--- src/rtl/pipeline_pkg.sv ---
`default_nettype none
// ============================================================================
//  Module   : pipeline_pkg
//  Purpose  : Shared definitions for the pipeline control blocks:
//             forwarding-select codes, hazard FSM state encoding and the
//             default register-index width.
//  Ports    : none (package)
//  Revision : 1.0  initial release
// ============================================================================
package pipeline_pkg;

  // Default register-index width (32 architectural registers)
  localparam int REG_AW_DEF = 5;

  // EX operand source selects
  localparam logic [1:0] FWD_RF  = 2'b00;  // register file value
  localparam logic [1:0] FWD_WB  = 2'b01;  // value being written back
  localparam logic [1:0] FWD_MEM = 2'b10;  // ALU result held in EX/MEM

  // Hazard controller states
  typedef enum logic [1:0] {
    RUN      = 2'd0,
    FLUSH    = 2'd1,
    MEM_WAIT = 2'd2
  } hz_state_t;

endpackage : pipeline_pkg
`default_nettype wire

--- src/rtl/forward_unit.sv ---
`default_nettype none
// ============================================================================
//  Module   : forward_unit
//  Purpose  : Combinational EX-stage operand forwarding selects. A producer
//             in MEM takes priority over one in WB; register 0 never forwards.
//  Ports    : ex_rs1 / ex_rs2            EX operand source registers
//             mem_rd / mem_reg_write     MEM-stage destination and write flag
//             wb_rd  / wb_reg_write      WB-stage destination and write flag
//             fwd_a  / fwd_b             operand A / B source select
//  Revision : 1.0  initial release
// ============================================================================
module forward_unit
  import pipeline_pkg::*;
#(
  parameter int REG_AW = REG_AW_DEF
) (
  input  logic [REG_AW-1:0] ex_rs1,
  input  logic [REG_AW-1:0] ex_rs2,
  input  logic [REG_AW-1:0] mem_rd,
  input  logic              mem_reg_write,
  input  logic [REG_AW-1:0] wb_rd,
  input  logic              wb_reg_write,
  output logic [1:0]        fwd_a,
  output logic [1:0]        fwd_b
);

  function automatic logic [1:0] sel_src(
    input logic [REG_AW-1:0] rs,
    input logic [REG_AW-1:0] m_rd,
    input logic              m_we,
    input logic [REG_AW-1:0] w_rd,
    input logic              w_we
  );
    logic [1:0] s;
    s = FWD_RF;
    if (m_we && (m_rd != '0) && (m_rd == rs)) begin
      s = FWD_MEM;
    end else if (w_we && (w_rd != '0) && (w_rd == rs)) begin
      s = FWD_WB;
    end
    return s;
  endfunction

  always_comb begin
    fwd_a = sel_src(ex_rs1, mem_rd, mem_reg_write, wb_rd, wb_reg_write);
    fwd_b = sel_src(ex_rs2, mem_rd, mem_reg_write, wb_rd, wb_reg_write);
  end

endmodule : forward_unit
`default_nettype wire

--- src/rtl/hazard_ctrl.sv ---
`default_nettype none
// ============================================================================
//  Module   : hazard_ctrl
//  Purpose  : Pipeline hazard controller. Generates enable/flush strobes for
//             the PC, IF/ID, ID/EX and EX/MEM registers (load-use stall,
//             taken-branch flush penalty, freeze on data-memory busy) and the
//             EX-stage forwarding selects.
//  Ports    : clk, reset (async, active high)
//             id_rs1, id_rs2, ex_rd, ex_mem_read      load-use detection
//             ex_rs1, ex_rs2, mem_rd, mem_reg_write,
//             wb_rd, wb_reg_write                     forwarding
//             branch_taken, dmem_busy                 control events
//             pc_write, if_id_write, id_ex_write,
//             ex_mem_write                            register enables
//             if_id_flush, id_ex_flush                NOP / bubble insert
//             fwd_a, fwd_b                            operand selects
//             stall_cycles, flush_cycles              (HAZARD_PERF_CNT_EN)
//  Config   : HAZARD_PERF_CNT_EN adds saturating 32-bit counters of cycles
//             with pc_write low and cycles with if_id_flush high.
//  Revision : 1.0  initial release
// ============================================================================
module hazard_ctrl
  import pipeline_pkg::*;
#(
  parameter int REG_AW         = REG_AW_DEF,
  parameter int BRANCH_PENALTY = 2
) (
  input  logic              clk,
  input  logic              reset,
  input  logic [REG_AW-1:0] id_rs1,
  input  logic [REG_AW-1:0] id_rs2,
  input  logic [REG_AW-1:0] ex_rd,
  input  logic              ex_mem_read,
  input  logic [REG_AW-1:0] ex_rs1,
  input  logic [REG_AW-1:0] ex_rs2,
  input  logic [REG_AW-1:0] mem_rd,
  input  logic              mem_reg_write,
  input  logic [REG_AW-1:0] wb_rd,
  input  logic              wb_reg_write,
  input  logic              branch_taken,
  input  logic              dmem_busy,
  output logic              pc_write,
  output logic              if_id_write,
  output logic              id_ex_write,
  output logic              ex_mem_write,
  output logic              if_id_flush,
  output logic              id_ex_flush,
  output logic [1:0]        fwd_a,
  output logic [1:0]        fwd_b
`ifdef HAZARD_PERF_CNT_EN
  ,
  output logic [31:0]       stall_cycles,
  output logic [31:0]       flush_cycles
`endif
);

  localparam logic [2:0] PEN_M1 = 3'(BRANCH_PENALTY - 1);

  hz_state_t  r_state, w_state_nxt;
  logic [2:0] r_cnt, w_cnt_nxt;
  logic       r_br_pend, w_br_pend_nxt;
  logic       r_from_flush, w_from_flush_nxt;

  logic       w_lu;
  logic       w_br_any;   // a branch action is due this cycle
  logic       w_fl_ctx;   // we are inside a flush sequence (possibly frozen)
  logic       w_do_br, w_do_fl, w_do_lu;
  logic [1:0] w_fwd_a, w_fwd_b;

  // --------------------------------------------------------------------------
  // State registers
  // --------------------------------------------------------------------------
  always_ff @(posedge clk or posedge reset) begin
    if (reset) begin
      r_state      <= RUN;
      r_cnt        <= 3'd0;
      r_br_pend    <= 1'b0;
      r_from_flush <= 1'b0;
    end else begin
      r_state      <= w_state_nxt;
      r_cnt        <= w_cnt_nxt;
      r_br_pend    <= w_br_pend_nxt;
      r_from_flush <= w_from_flush_nxt;
    end
  end

  // --------------------------------------------------------------------------
  // Next state and strobes. Priority: dmem_busy > branch > flush step > lu.
  // The MEM_WAIT exit cycle replays whatever the frozen cycle would have done:
  // a deferred branch, the interrupted flush step, or normal RUN evaluation.
  // --------------------------------------------------------------------------
  always_comb begin
    w_lu     = ex_mem_read && (ex_rd != '0) &&
               ((ex_rd == id_rs1) || (ex_rd == id_rs2));
    w_br_any = branch_taken || ((r_state == MEM_WAIT) && r_br_pend);
    w_fl_ctx = (r_state == FLUSH) || ((r_state == MEM_WAIT) && r_from_flush);
    w_do_br  = !dmem_busy && w_br_any;
    w_do_fl  = !dmem_busy && !w_br_any && w_fl_ctx;
    w_do_lu  = !dmem_busy && !w_br_any && !w_fl_ctx && w_lu;

    w_state_nxt      = RUN;
    w_cnt_nxt        = r_cnt;
    w_br_pend_nxt    = 1'b0;
    w_from_flush_nxt = 1'b0;
    pc_write         = 1'b1;
    if_id_write      = 1'b1;
    id_ex_write      = 1'b1;
    ex_mem_write     = 1'b1;
    if_id_flush      = 1'b0;
    id_ex_flush      = 1'b0;

    if (dmem_busy) begin
      pc_write         = 1'b0;
      if_id_write      = 1'b0;
      id_ex_write      = 1'b0;
      ex_mem_write     = 1'b0;
      w_state_nxt      = MEM_WAIT;
      w_br_pend_nxt    = w_br_any;
      w_from_flush_nxt = w_fl_ctx;
    end else if (w_do_br) begin
      if_id_flush = 1'b1;
      id_ex_flush = 1'b1;
      w_cnt_nxt   = PEN_M1;
      w_state_nxt = (BRANCH_PENALTY > 1) ? FLUSH : RUN;
    end else if (w_do_fl) begin
      if_id_flush = 1'b1;
      if (r_cnt <= 3'd1) begin
        w_cnt_nxt   = 3'd0;
        w_state_nxt = RUN;
      end else begin
        w_cnt_nxt   = r_cnt - 3'd1;
        w_state_nxt = FLUSH;
      end
    end else if (w_do_lu) begin
      pc_write    = 1'b0;
      if_id_write = 1'b0;
      id_ex_flush = 1'b1;
    end

    // Reset dominates the strobes combinationally, not just after an edge
    if (reset) begin
      pc_write     = 1'b0;
      if_id_write  = 1'b0;
      id_ex_write  = 1'b0;
      ex_mem_write = 1'b0;
      if_id_flush  = 1'b1;
      id_ex_flush  = 1'b1;
    end
  end

  // --------------------------------------------------------------------------
  // Forwarding
  // --------------------------------------------------------------------------
  forward_unit #(
    .REG_AW (REG_AW)
  ) u_fwd (
    .ex_rs1        (ex_rs1),
    .ex_rs2        (ex_rs2),
    .mem_rd        (mem_rd),
    .mem_reg_write (mem_reg_write),
    .wb_rd         (wb_rd),
    .wb_reg_write  (wb_reg_write),
    .fwd_a         (w_fwd_a),
    .fwd_b         (w_fwd_b)
  );

  assign fwd_a = reset ? FWD_RF : w_fwd_a;
  assign fwd_b = reset ? FWD_RF : w_fwd_b;

`ifdef HAZARD_PERF_CNT_EN
  // --------------------------------------------------------------------------
  // Saturating performance counters
  // --------------------------------------------------------------------------
  logic [31:0] r_stall_cycles;
  logic [31:0] r_flush_cycles;

  always_ff @(posedge clk or posedge reset) begin
    if (reset) begin
      r_stall_cycles <= 32'd0;
      r_flush_cycles <= 32'd0;
    end else begin
      if (!pc_write && (r_stall_cycles != 32'hFFFF_FFFF)) begin
        r_stall_cycles <= r_stall_cycles + 32'd1;
      end
      if (if_id_flush && (r_flush_cycles != 32'hFFFF_FFFF)) begin
        r_flush_cycles <= r_flush_cycles + 32'd1;
      end
    end
  end

  assign stall_cycles = r_stall_cycles;
  assign flush_cycles = r_flush_cycles;
`endif

endmodule : hazard_ctrl
`default_nettype wire
--- config.mk ---
export PLATFORM = sky130hd
export DESIGN_NAME = hazard_ctrl
export DESIGN_NICKNAME = d
export VERILOG_FILES = /design/src/rtl/pipeline_pkg.sv /design/src/rtl/forward_unit.sv /design/src/rtl/hazard_ctrl.sv
export SDC_FILE = /design/constraint.sdc
export NUM_CORES = 1
export LEC_CHECK = 0
export ABC_AREA = 1
export BUFFER_PORTS_ARGS = -buffer_cell sky130_fd_sc_hd__buf_2
export CAP_MARGIN = 20
export CORE_ASPECT_RATIO = 0.75
export CORE_UTILIZATION = 40
export DETAILED_ROUTE_END_ITERATION = 10
export PLACE_DENSITY = 0.8
export REMOVE_ABC_BUFFERS = 1
export SETUP_SLACK_MARGIN = 0.05
export SLEW_MARGIN = 20
export SYNTH_ARGS = -nofsm -noshare
export SYNTH_HDL_FRONTEND = slang
export SYNTH_HIERARCHICAL = 1
export SYNTH_SLANG_ARGS = --single-unit
--- constraint.sdc ---
create_clock -name clk -period 2.3 [get_ports clk]
set_input_delay 0.345 -clock clk [delete_from_list [all_inputs] [get_ports clk]]
set_output_delay 0.345 -clock clk [all_outputs]
set_load 0.005 [all_outputs]
After elaboration in Yosys (flattened, before gate mapping)
Cells that the tools add are included.
W data, S select, Z words.
{"block": "op_classes", "n_addsub": 1, "n_lt_le_gt_ge": 1, "eq_ne": 8, "muxes": 31, "bitwise_logic": 1, "reduce_logical": 26}
{"operator": "$eq A5 B5 Y1", "n": 6}
{"operator": "$mux W1", "n": 23}
{"operator": "$logic_and A1 B1 Y1", "n": 15}
{"operator": "$reduce_bool A5 Y1", "n": 3}
{"operator": "$mux W2", "n": 5}
{"operator": "$mux W3", "n": 3}
{"operator": "$le A3 B1 Y1 const B", "n": 1}
{"operator": "$logic_not A1 Y1", "n": 3}
{"operator": "$logic_or A1 B1 Y1", "n": 3}
{"operator": "$sub A3 B1 Y3 const B", "n": 1}
{"operator": "$eq A2 B1 Y1 const B", "n": 1}
{"operator": "$eq A2 B2 Y1 const B", "n": 1}
{"operator": "$reduce_and A2 Y1", "n": 1}
{"operator": "$reduce_bool A2 Y1", "n": 1}
{"operator": "$not A1 Y1", "n": 1}
{"block": "word_totals", "reg_bits": 7, "out_inout_bits": 10, "elab_cells": 72}

Logic depth before layout (Yosys ltp)
Gate-level depths: netlist (run 1).
{"block": "depth", "ltp_word": 12, "ltp_mapped": 9, "depth_no_buf": 9}

Hierarchy
The synthesis (run 1) kept the hierarchy.
{"module": "hazard_ctrl", "instances": 1, "cells_per_inst": 110, "area_each_um2": 649.4}
{"module": "forward_unit", "instances": 1, "cells_per_inst": 81, "area_each_um2": 362.8}

Worst setup path after synthesis (run 1)
No wires, ideal clock.
{"block": "synth_path", "path_type": "reg2out", "start": "register r_state[0]", "end": "output port pc_write", "arrival_time_ns": 1.073, "required_time_ns": 1.955, "slack_ns": 0.882, "path_stages_with_launch": 9, "n_path_buf": 1, "path_cell_list": "dfrtp_1 inv_1 nand3_1 nand2_2 inv_1 nand2_1 nor2_2 a21oi_1 buf_4"}
{"block": "synth_between", "elab_chain_len": 12, "elab_cells_between_ends": 18, "classes_between": "eq/ne (2); mux (5); reduce/logical (11)"}
{"element": "start: declaration", "line": "hazard_ctrl.sv:59", "source": "hz_state_t r_state, w_state_nxt;"}
{"element": "start signal: assignment", "line": "hazard_ctrl.sv:80", "source": "r_state <= w_state_nxt;"}
{"element": "$eq A2 B2 Y1", "line": "hazard_ctrl.sv:95, hazard_ctrl.sv:96"}
{"element": "$logic_and A1 B1 Y1", "line": "hazard_ctrl.sv:95", "source": "w_br_any = branch_taken || ((r_state == MEM_WAIT) && r_br_pend);"}
{"element": "$logic_or A1 B1 Y1", "line": "hazard_ctrl.sv:95"}
{"element": "$logic_not A1 Y1", "line": "hazard_ctrl.sv:98, hazard_ctrl.sv:99"}
{"element": "$logic_and A1 B1 Y1", "line": "hazard_ctrl.sv:98, hazard_ctrl.sv:99"}
{"element": "$logic_and A1 B1 Y1 (2 in a row)", "line": "hazard_ctrl.sv:99", "source": "w_do_lu = !dmem_busy && !w_br_any && !w_fl_ctx && w_lu;"}
{"element": "$mux W1 (2 in a row)"}
{"element": "$mux W1 (*) (3 in a row)"}
{"element": "end: declaration", "line": "hazard_ctrl.sv:42", "source": "output logic pc_write,"}
Mark *: on every way between the ends. The rest lies on a longest branch, timed or not.

Final worst setup path (run 1)
{"block": "layout_path", "start": "register r_state[0]", "end": "output port pc_write"}
{"block": "layout_between", "elab_chain_len": 12, "elab_cells_between_ends": 18, "classes_between": "eq/ne (2); mux (5); reduce/logical (11)"}
{"element": "$eq A2 B2 Y1", "line": "hazard_ctrl.sv:95, hazard_ctrl.sv:96"}
{"element": "$logic_and A1 B1 Y1", "line": "hazard_ctrl.sv:95"}
{"element": "$logic_or A1 B1 Y1", "line": "hazard_ctrl.sv:95"}
{"element": "$logic_not A1 Y1", "line": "hazard_ctrl.sv:98, hazard_ctrl.sv:99"}
{"element": "$logic_and A1 B1 Y1", "line": "hazard_ctrl.sv:98, hazard_ctrl.sv:99"}
{"element": "$logic_and A1 B1 Y1 (2 in a row)", "line": "hazard_ctrl.sv:99"}
{"element": "$mux W1", "line": "hazard_ctrl.sv:134", "source": "end else if (w_do_lu) begin"}
{"element": "$mux W1", "line": "hazard_ctrl.sv:125", "source": "end else if (w_do_fl) begin"}
{"element": "$mux W1 (*)", "line": "hazard_ctrl.sv:120", "source": "end else if (w_do_br) begin"}
{"element": "$mux W1 (*)", "line": "hazard_ctrl.sv:112", "source": "if (dmem_busy) begin"}
{"element": "$mux W1 (*)", "line": "hazard_ctrl.sv:141", "source": "if (reset) begin"}
Marked as above.

==> flow_summary.json, run 1 <==
{
  "status": "finished clean",
  "clock_skew_ns": 0.00495,
  "max_freq_mhz": 585,
  "syn_to_final_growth_pct": 30.5,
  "synth_compound_area_frac": 0.0494,
  "synth.area.mux_share": 0,
  "leakagePower_nw": 0.843,
  "setup_viol": 0,
  "ys_types": 18,
  "io_pins": 52,
  "endpoint_kind": "output port",
  "hp-class": "input port to asynchronous set/reset pin",
  "fin_crit_ns": 1.71,
  "fin_total_pwr_mw": 0.422,
  "crit_fanout": 4,
  "grtUsageTotal": 0.190,
  "synthesis.area_um2": 1010,
  "io_buffers": 51,
  "place_ws_ns": 0.762,
  "worst-setup-path-type": "register to output port",
  "synth_top_family_by_area": "simple AND/OR/NAND/NOR gates",
  "synth_xor_area_frac": 0.0952,
  "final_common_cell": "nand2_1",
  "gp_congestion": 0.768,
  "ctsHoldBuffers": 0,
  "drt_iter0_drc": 65,
  "slew-limit-headroom": 0.816,
  "dieArea_um2": 2740,
  "multiInputGateArea_um2": 668,
  "r2r-start": "r_cnt[0]$_DFFE_PP0P_",
  "synth_top_area_cell": "nand2_1",
  "fp.dieH_um": 45.6,
  "reg2reg_depth": 5,
  "endpoint": "pc_write",
  "rows": 15,
  "crit_start": "r_state[0]$_DFF_PP0_",
  "grt_pass1_vias": 1055,
  "clkTransAtPathRegs_ns": 0.05,
  "coreArea_um2": 2350,
  "clockRootBuffer": "clkbuf_4",
  "finalHoldViolations": 0,
  "dpl.hpwl_mm": 1.99,
  "tightest_slew_ns": 0.276,
  "rsz0062_at_grt": "no",
  "syn_inst": 191,
  "synth-simple-area-share": 0.491,
  "cts_resized": 0,
  "p_per_area_nw_per_um2": 319,
  "cp.arrival_ns": 1.36,
  "die_w_um": 60.1,
  "wl_per_cell_um": 8.12,
  "start_util": 0.431,
  "htree_levels": 1,
  "drv_cap": 0,
  "firstDrtPassIters": 4,
  "worstReg2RegEnd": "r_cnt[1]$_DFFE_PP0P_",
  "via_per_inst": 4.35,
  "cts_setup_buffers": 0,
  "worst_slack_ns": 0.592,
  "fillers": 259,
  "ys_seq_area_frac": 0.173,
  "final_nets": 289,
  "vias": 1208,
  "ir_drop_mv": 0.136,
  "ys_ff_latch": 7,
  "insertion_delay_ns": 0.26,
  "ant_nets": 0,
  "grt_max_degree": 9,
  "synthAdderAreaFrac": 0.0247,
  "yosys_warnings": 6,
  "crit_required_ns": 1.96,
  "cts.sink_count": 7,
  "drive_gt1_frac": 0.266,
  "start_kind": "register",
  "diodes": 0,
  "gr-total-overflow": 0,
  "syn_avg_cell_area_um2": 5.30,
  "antenna_found_initial": 0,
  "synthTopCellsByArea": "nand2_1 26%, dfrtp_1 17%, inv_1 15%",
  "seq_area_um2": 175,
  "grt_pass1_wl_mm": 3.96,
  "cts_tree": "built",
  "finalHoldWorstSlack_ns": 0.0754,
  "cts_buffers": 3,
  "fin_setup_tns_ns": 0,
  "min_period_over_period": 0.743,
  "final-max-slew-violation-count": 0,
  "r2r_slack_ns": 1.15,
  "final_cell_mix": "69 x nand2_1, 51 x buf_2, 40 x inv_1",
  "yosys.area.top_type_share": 0.256,
  "clock_path_buffers": 2,
  "drcViolationCount": 0,
  "wirelength_mm": 2.26
}
[report_power, final]
group | internal [mW] | switching [mW] | total (mW)
Combinational | 0.0774 | 0.0970 | 0.174
Clock | 0.0663 | 0.0474 | 0.114
Sequential | 0.129 | 0.00446 | 0.134
[layout make-up]
class                   instances  area share
clock buffers                   4      0.0199
well taps                      34      0.0322
flip-flops and latches          7       0.133
multi-input cells             141       0.506
inverters                      41       0.116
repair buffers                 51       0.193
[per-layer routing]
layer | up-vias | GRT usage | wire (um)
met1 | 493 | 0.233 | 1130
met5 | - | 0 | 0
met2 | 44 | 0.338 | 978
met4 | 0 | 0.0465 | 18
li1 | 667 | - | -
met3 | 4 | 0.0455 | 127
[sequential cells by signal, summed over array words and instances (netlist names)]
name	cells
r_cnt	3
r_br_pend	1
r_from_flush	1
r_state	2
[stage by stage]
step	std cells	utilization	area, um^2
floorplan	189	-	997
global placement	274	0.552	1290
detailed placement	274	0.552	1290
CTS	278	0.563	1320
global route	278	0.563	1320
finish	278	0.563	1320
[how the worst min path moves through the flow]
stage           from                    to  slack, ns
6_report       reset  r_cnt[0]$_DFFE_PP0P_       0.08
3_5_place_dp   reset  r_cnt[1]$_DFFE_PP0P_       0.36
4_1_cts        reset  r_cnt[0]$_DFFE_PP0P_       0.08
5_1_grt        reset  r_cnt[0]$_DFFE_PP0P_        0.1
3_3_place_gp   reset  r_cnt[0]$_DFFE_PP0P_       0.36
2_1_floorplan  reset   r_br_pend$_DFF_PP0_       0.16
[worst max-delay path, stage by stage (launching register included)]
cell and delay [ns]:
dfrtp_1 0.37, inv_1 0.07, nand3_1 0.08, nand2_2 0.11
inv_1 0.06, nand2_1 0.06, nor2_2 0.04, a21oi_1 0.16
buf_2 0.14
[synthesized netlist by cell type]
master and instances:
a21oi_1 5, dfrtp_1 7, nand3_1 8, nand2_2 4
xor2_1 2, nor2_2 5, o21bai_1 1, inv_1 40
nand2_1 69, inv_2 1, o21ai_1 1, nand4_1 4
buf_4 2, xnor2_1 9, ha_1 2, nand3b_1 1
nor2_1 29, o22ai_2 1
[cells by family after synthesis]
logic type / Yosys count
and+or+nand+nor: 120
AOI/OAI and AO/OA: 8
xor gates and xnor gates: 11
DFF: 7
buffers and inverters: 43
adders and majority gates: 2
Power figures use the tool's default switching activity.
==> inputs of run 2 (changes only) <==
--- a/config.mk
+++ b/config.mk
@@ -11,7 +11,7 @@
 export CORE_ASPECT_RATIO = 0.75
 export CORE_UTILIZATION = 40
 export DETAILED_ROUTE_END_ITERATION = 10
-export PLACE_DENSITY = 0.8
+export PLACE_DENSITY = 0.83
 export REMOVE_ABC_BUFFERS = 1
 export SETUP_SLACK_MARGIN = 0.05
 export SLEW_MARGIN = 20
==> constraint.sdc (replaced) <==
create_clock -name clk -period 1.57 [get_ports clk]
set_input_delay 0.2355 -clock clk [delete_from_list [all_inputs] [get_ports clk]]
set_output_delay 0.2355 -clock clk [all_outputs]
set_load 0.005 [all_outputs]
==> run 2 against run 1 <==
Against the previous run:
- sequential cell count did not move
- core utilization increased by 2.1 points
- sequential power up 46%
- first-iteration DRC count decreased by 35%
- combinational power up 55%
- setup slack lost 0.56 ns
- power increased by 50%
- die area did not move
- design area is 3.7% higher
- critical path type unchanged
==> flow_summary.json, run 2 (synthesized netlist as in run 1, its figures left out) <==
{
  "fin_setup_tns_ns": 0,
  "fillers": 237,
  "crit_required_ns": 1.33,
  "min_period_over_period": 0.978,
  "firstDrtPassIters": 4,
  "final_cell_mix": "67 x nand2_1, 51 x buf_2, 39 x inv_1",
  "wl_per_cell_um": 8.17,
  "place_ws_ns": 0.229,
  "fin_util": 0.584,
  "hp-class": "input port to asynchronous set/reset pin",
  "top_register": "r_cnt",
  "cts.sink_count": 7,
  "max_freq_mhz": 651,
  "largest_reg_flops": 3,
  "final-max-slew-violation-count": 0,
  "grt_pass1_wl_mm": 3.63,
  "wirelength_mm": 2.30,
  "finalHoldViolations": 0,
  "drv_cap": 0,
  "antenna_found_initial": 0,
  "worst-setup-path-type": "register to output port",
  "r2r_slack_ns": 0.38,
  "start_kind": "register",
  "die_w_um": 60.1,
  "io_buffers": 51,
  "drt_iter0_drc": 42,
  "clock_path_buffers": 2,
  "rsz0062_at_grt": "yes",
  "via_per_inst": 4.21,
  "dp.cells": 275,
  "crit_start": "r_state[1]$_DFF_PP0_",
  "worst_slack_ns": 0.0350,
  "syn_to_final_growth_pct": 35.4,
  "io_pins": 52,
  "grtUsageTotal": 0.172,
  "reg2reg_depth": 8,
  "final_common_cell": "nand2_1",
  "htree_levels": 1,
  "setup_viol": 0,
  "placed_area_um2": 1300,
  "clkTransAtPathRegs_ns": 0.06,
  "stdcell_area_um2": 1370,
  "fin_total_pwr_mw": 0.631,
  "clock_skew_ns": 0.00270,
  "crit_fanout": 3,
  "status": "finished clean",
  "gp_congestion": 0.834,
  "clockRootBuffer": "clkbuf_4",
  "cts_buffers": 3,
  "dpl.hpwl_mm": 1.97,
  "ir_drop_mv": 0.159,
  "grt_pass1_vias": 1017,
  "gr-total-overflow": 0,
  "fin_crit_ns": 1.54,
  "r2r-start": "r_state[0]$_DFF_PP0_",
  "p_per_area_nw_per_um2": 461,
  "reg_top3": "r_cnt (3), r_state (2)",
  "dieArea_um2": 2740,
  "insertion_delay_ns": 0.25,
  "fp.dieH_um": 45.6,
  "rows": 15,
  "cp.arrival_ns": 1.30,
  "grt_max_degree": 8,
  "tightest_slew_ns": 0.226,
  "start_util": 0.431,
  "cts_tree": "built",
  "ctsHoldBuffers": 0,
  "worstReg2RegEnd": "r_cnt[2]$_DFFE_PP0P_",
  "final_nets": 293,
  "coreArea_um2": 2350,
  "vias": 1187,
  "slew-limit-headroom": 0.848,
  "endpoint_kind": "output port",
  "finalNonFillerCells": 282,
  "drcViolationCount": 0,
  "leakagePower_nw": 0.863,
  "ant_nets": 0,
  "drive_gt1_frac": 0.302,
  "finalHoldWorstSlack_ns": 0.0156,
  "diodes": 0
}
-- run 2: changes by cell type in the layout (fill, tap and decap cells not counted), sizes merged --
cell | previous run | this run
buf | 51 | 55
-- run 2: critical path: stages (launching register included) --
cell     delay [ns]
dfrtp_1        0.39
inv_1          0.07
nand2_2        0.07
nand2_2        0.05
nor2_1         0.08
nand2_1        0.06
nor2_2         0.11
nand2_1        0.06
nand2_1        0.05
buf_2          0.10
-- run 2: cell type report --
cell class	instances	area [um^2]	share of cell area
clock buffers	4	26.3	0.0192
inverters	41	154	0.112
multi-input cells	141	687	0.501
flip-flops and latches	7	175	0.128
well taps	34	42.5	0.0311
repair buffers	55	285	0.208
-- run 2: report_power, final --
group          internal, mW  total (mW)  switching, mW  leakage, nW
Clock                0.0972       0.167         0.0693       0.0150
Sequential            0.189       0.196        0.00681       0.0881
Combinational         0.122       0.269          0.146        0.760
-- run 2: how the worst max path moves through the flow --
stage	to	slack (ns)	depth (start not counted)
2_1_floorplan	if_id_write	0.37	7
4_1_cts	id_ex_flush	0.03	9
6_report	id_ex_flush	0.03	9
3_5_place_dp	fwd_a[0]	0.23	9
3_3_place_gp	fwd_b[0]	0.26	11
5_1_grt	id_ex_flush	-0.07	9
-- run 2: per-layer routing --
| metal | global-route usage | vias to the layer above | part of all wire |
|---|---|---|---|
| li1 | - | 673 | - |
| met1 | 0.200 | 479 | 0.48 |
| met2 | 0.336 | 35 | 0.47 |
| met3 | 0.0199 | 0 | 0.046 |
| met4 | 0.0419 | 0 | 0 |
| met5 | 0 | - | 0 |
-- run 2: what timing repair did --
| action | CTS | global route |
|---|---|---|
| resized for setup | 1 | 5 |
| setup buffers | 3 | 0 |
| setup endpoints to repair | 3 | 4 |
| pin swaps | 5 | 1 |
==> inputs of run 3 (changes only) <==
--- a/config.mk
+++ b/config.mk
@@ -8,8 +8,10 @@
 export ABC_AREA = 1
 export BUFFER_PORTS_ARGS = -buffer_cell sky130_fd_sc_hd__buf_2
 export CAP_MARGIN = 20
+export CELL_PAD_IN_SITES_DETAIL_PLACEMENT = 0
+export CELL_PAD_IN_SITES_GLOBAL_PLACEMENT = 1
 export CORE_ASPECT_RATIO = 0.75
-export CORE_UTILIZATION = 40
+export CORE_UTILIZATION = 25
 export DETAILED_ROUTE_END_ITERATION = 10
 export PLACE_DENSITY = 0.83
 export REMOVE_ABC_BUFFERS = 1
==> run 3 against run 2 <==
Against the previous run:
- critical path depth is the same
- core utilization decreased by 21 points
- sequential share of layout area is 0.31 points lower
- via count decreased by 0.42%
- wire length rose by 11%
- setup slack better by 0.0089 ns
- clock-buffer cell count stayed put
- die area grew 57%
- cell count grew 6.0%
- combinational power hardly changed
- clock power increased by 49%
- critical path type unchanged
- critical endpoint unchanged
==> flow_summary.json, run 3 (synthesized netlist as in run 1, its figures left out) <==
{
  "dpl.hpwl_mm": 2.25,
  "min_period_over_period": 0.972,
  "grt_pass1_wl_mm": 4.14,
  "worst-setup-path-type": "register to output port",
  "die_w_um": 75.5,
  "fp.dieH_um": 57.1,
  "final_nets": 292,
  "fin_crit_ns": 1.53,
  "path_buf_inv": 2,
  "setup_viol": 0,
  "syn_to_final_growth_pct": 38.7,
  "ant_nets": 0,
  "worstReg2RegEnd": "r_cnt[2]$_DFFE_PP0P_",
  "rows": 19,
  "drcViolationCount": 0,
  "final-max-slew-violation-count": 0,
  "r2r-start": "r_state[1]$_DFF_PP0_",
  "cts_tree": "built",
  "start_kind": "register",
  "ir_drop_mv": 0.266,
  "clock_path_buffers": 2,
  "top_register": "r_cnt",
  "start_util": 0.269,
  "cts.sink_count": 7,
  "gp_congestion": 0.771,
  "grtUsageTotal": 0.121,
  "p_seq_frac": 0.276,
  "via_per_inst": 3.95,
  "insertion_delay_ns": 0.22,
  "reg2reg_depth": 7,
  "fin_util": 0.374,
  "power_frac_comb": 0.377,
  "crit_fanout": 3,
  "r2r_slack_ns": 0.34,
  "slew-limit-headroom": 0.865,
  "htree_levels": 1,
  "largest_reg_flops": 3,
  "grt_max_degree": 8,
  "place_ws_ns": 0.231,
  "wl_per_cell_um": 8.58,
  "ctsHoldBuffers": 0,
  "final_cell_mix": "67 x nand2_1, 51 x buf_2, 39 x inv_1",
  "p_sw_mw": 0.229,
  "crit_top_cell": "nand2_1",
  "tightest_slew_ns": 0.201,
  "cp.arrival_ns": 1.29,
  "dieArea_um2": 4310,
  "slowest_stage": "dfrtp_1",
  "io_buffers": 51,
  "p_sw_frac": 0.320,
  "gr-total-overflow": 0,
  "finalHoldWorstSlack_ns": 0.0670,
  "status": "finished clean",
  "rsz0062_at_grt": "yes",
  "drv_cap": 0,
  "reg_top3": "r_cnt (3), r_state (2)",
  "antenna_found_initial": 0,
  "wirelength_mm": 2.57,
  "drt_iter0_drc": 47,
  "crit_start": "r_state[1]$_DFF_PP0_",
  "diodes": 0,
  "path_delay_family": "simple AND/OR/NAND/NOR gates",
  "leakagePower_nw": 0.868,
  "firstDrtPassIters": 4,
  "pwr-share-clk": 0.347,
  "clockRootBuffer": "clkbuf_8",
  "cp_slowest_stage_delay_ns": 0.38,
  "drive_gt1_frac": 0.300,
  "max_freq_mhz": 655,
  "clock_skew_ns": 0.00160,
  "crit_required_ns": 1.33,
  "cts_buffers": 3,
  "worst_slack_ns": 0.0438,
  "finalHoldViolations": 0,
  "grt_pass1_vias": 1054,
  "worstPathCellList": "inv_1 -> nand2_2 -> nand2_2 -> nor2_1 -> nand2_1 -> nor2_2 -> nand2_1 -> nand2_1 -> buf_2",
  "p_per_area_nw_per_um2": 510,
  "coreArea_um2": 3760,
  "clkTransAtPathRegs_ns": 0.04,
  "io_pins": 52,
  "endpoint_kind": "output port",
  "final_common_cell": "nand2_1",
  "hp-class": "input port to asynchronous set/reset pin",
  "p_int_mw": 0.486,
  "vias": 1182
}
==> run 3: cell count changes in the layout (fill, tap and decap cells not counted), sizes merged <==
cell  change
buf       -1
==> run 3: metrics by stage <==
| stage | instance area (um^2) | setup TNS, ns | total power, mW | cells |
|---|---|---|---|---|
| floorplan | 997 | 0 | 0.346 | 189 |
| global route | 1400 | -0.176 | 0.780 | 299 |
| global placement | 1330 | 0 | 0.460 | 293 |
| finish | 1400 | 0 | 0.715 | 299 |
| CTS | 1390 | 0 | 0.721 | 299 |
| detailed placement | 1330 | 0 | 0.461 | 293 |
==> run 3: power groups by stage <==
stage	Combinational [mW]	Clock [mW]	Sequential, mW
final	0.270	0.248	0.197
after global routing	0.310	0.271	0.198
after CTS	0.269	0.255	0.196
after detailed placement	0.262	0	0.199
after global placement	0.262	0	0.199
after floorplan	0.149	0	0.197
==> run 3: worst max-delay path by stage <==
stage / cells past startpoint / endpoint
after floorplan: 7 / if_id_write
after global placement: 10 / fwd_b[0]
after detailed placement: 8 / if_id_write
after CTS: 8 / id_ex_flush
after global routing: 9 / id_ex_flush
final: 9 / id_ex_flush
==> run 3: timing repair <==
action,in CTS,in global routing
setup endpoints to repair,2,4
setup buffers,2,0
pin swaps,1,2
gates resized for setup,1,5
==> run 3: per-layer routing <==
layer,GRT usage,vias to the layer above,part of all wire
li1,-,672,-
met1,0.170,473,0.52
met2,0.196,37,0.42
met3,0.0265,0,0.063
met4,0.0159,0,0
met5,0,-,0
==> run 3: tightest hold or removal path, delay by kind of cell <==
kind	cells	cell delay, ns
buffers and inverters	3	0.39
==> run 3: layout make-up <==
cell class	instances	area (um^2)
Clock buffer	4	45.0
Fill cell	442	2350
Timing Repair Buffer	54	278
Multi-Input combinational cell	141	687
Inverter	41	154
Tap cell	52	65.1
Sequential cell	7	175
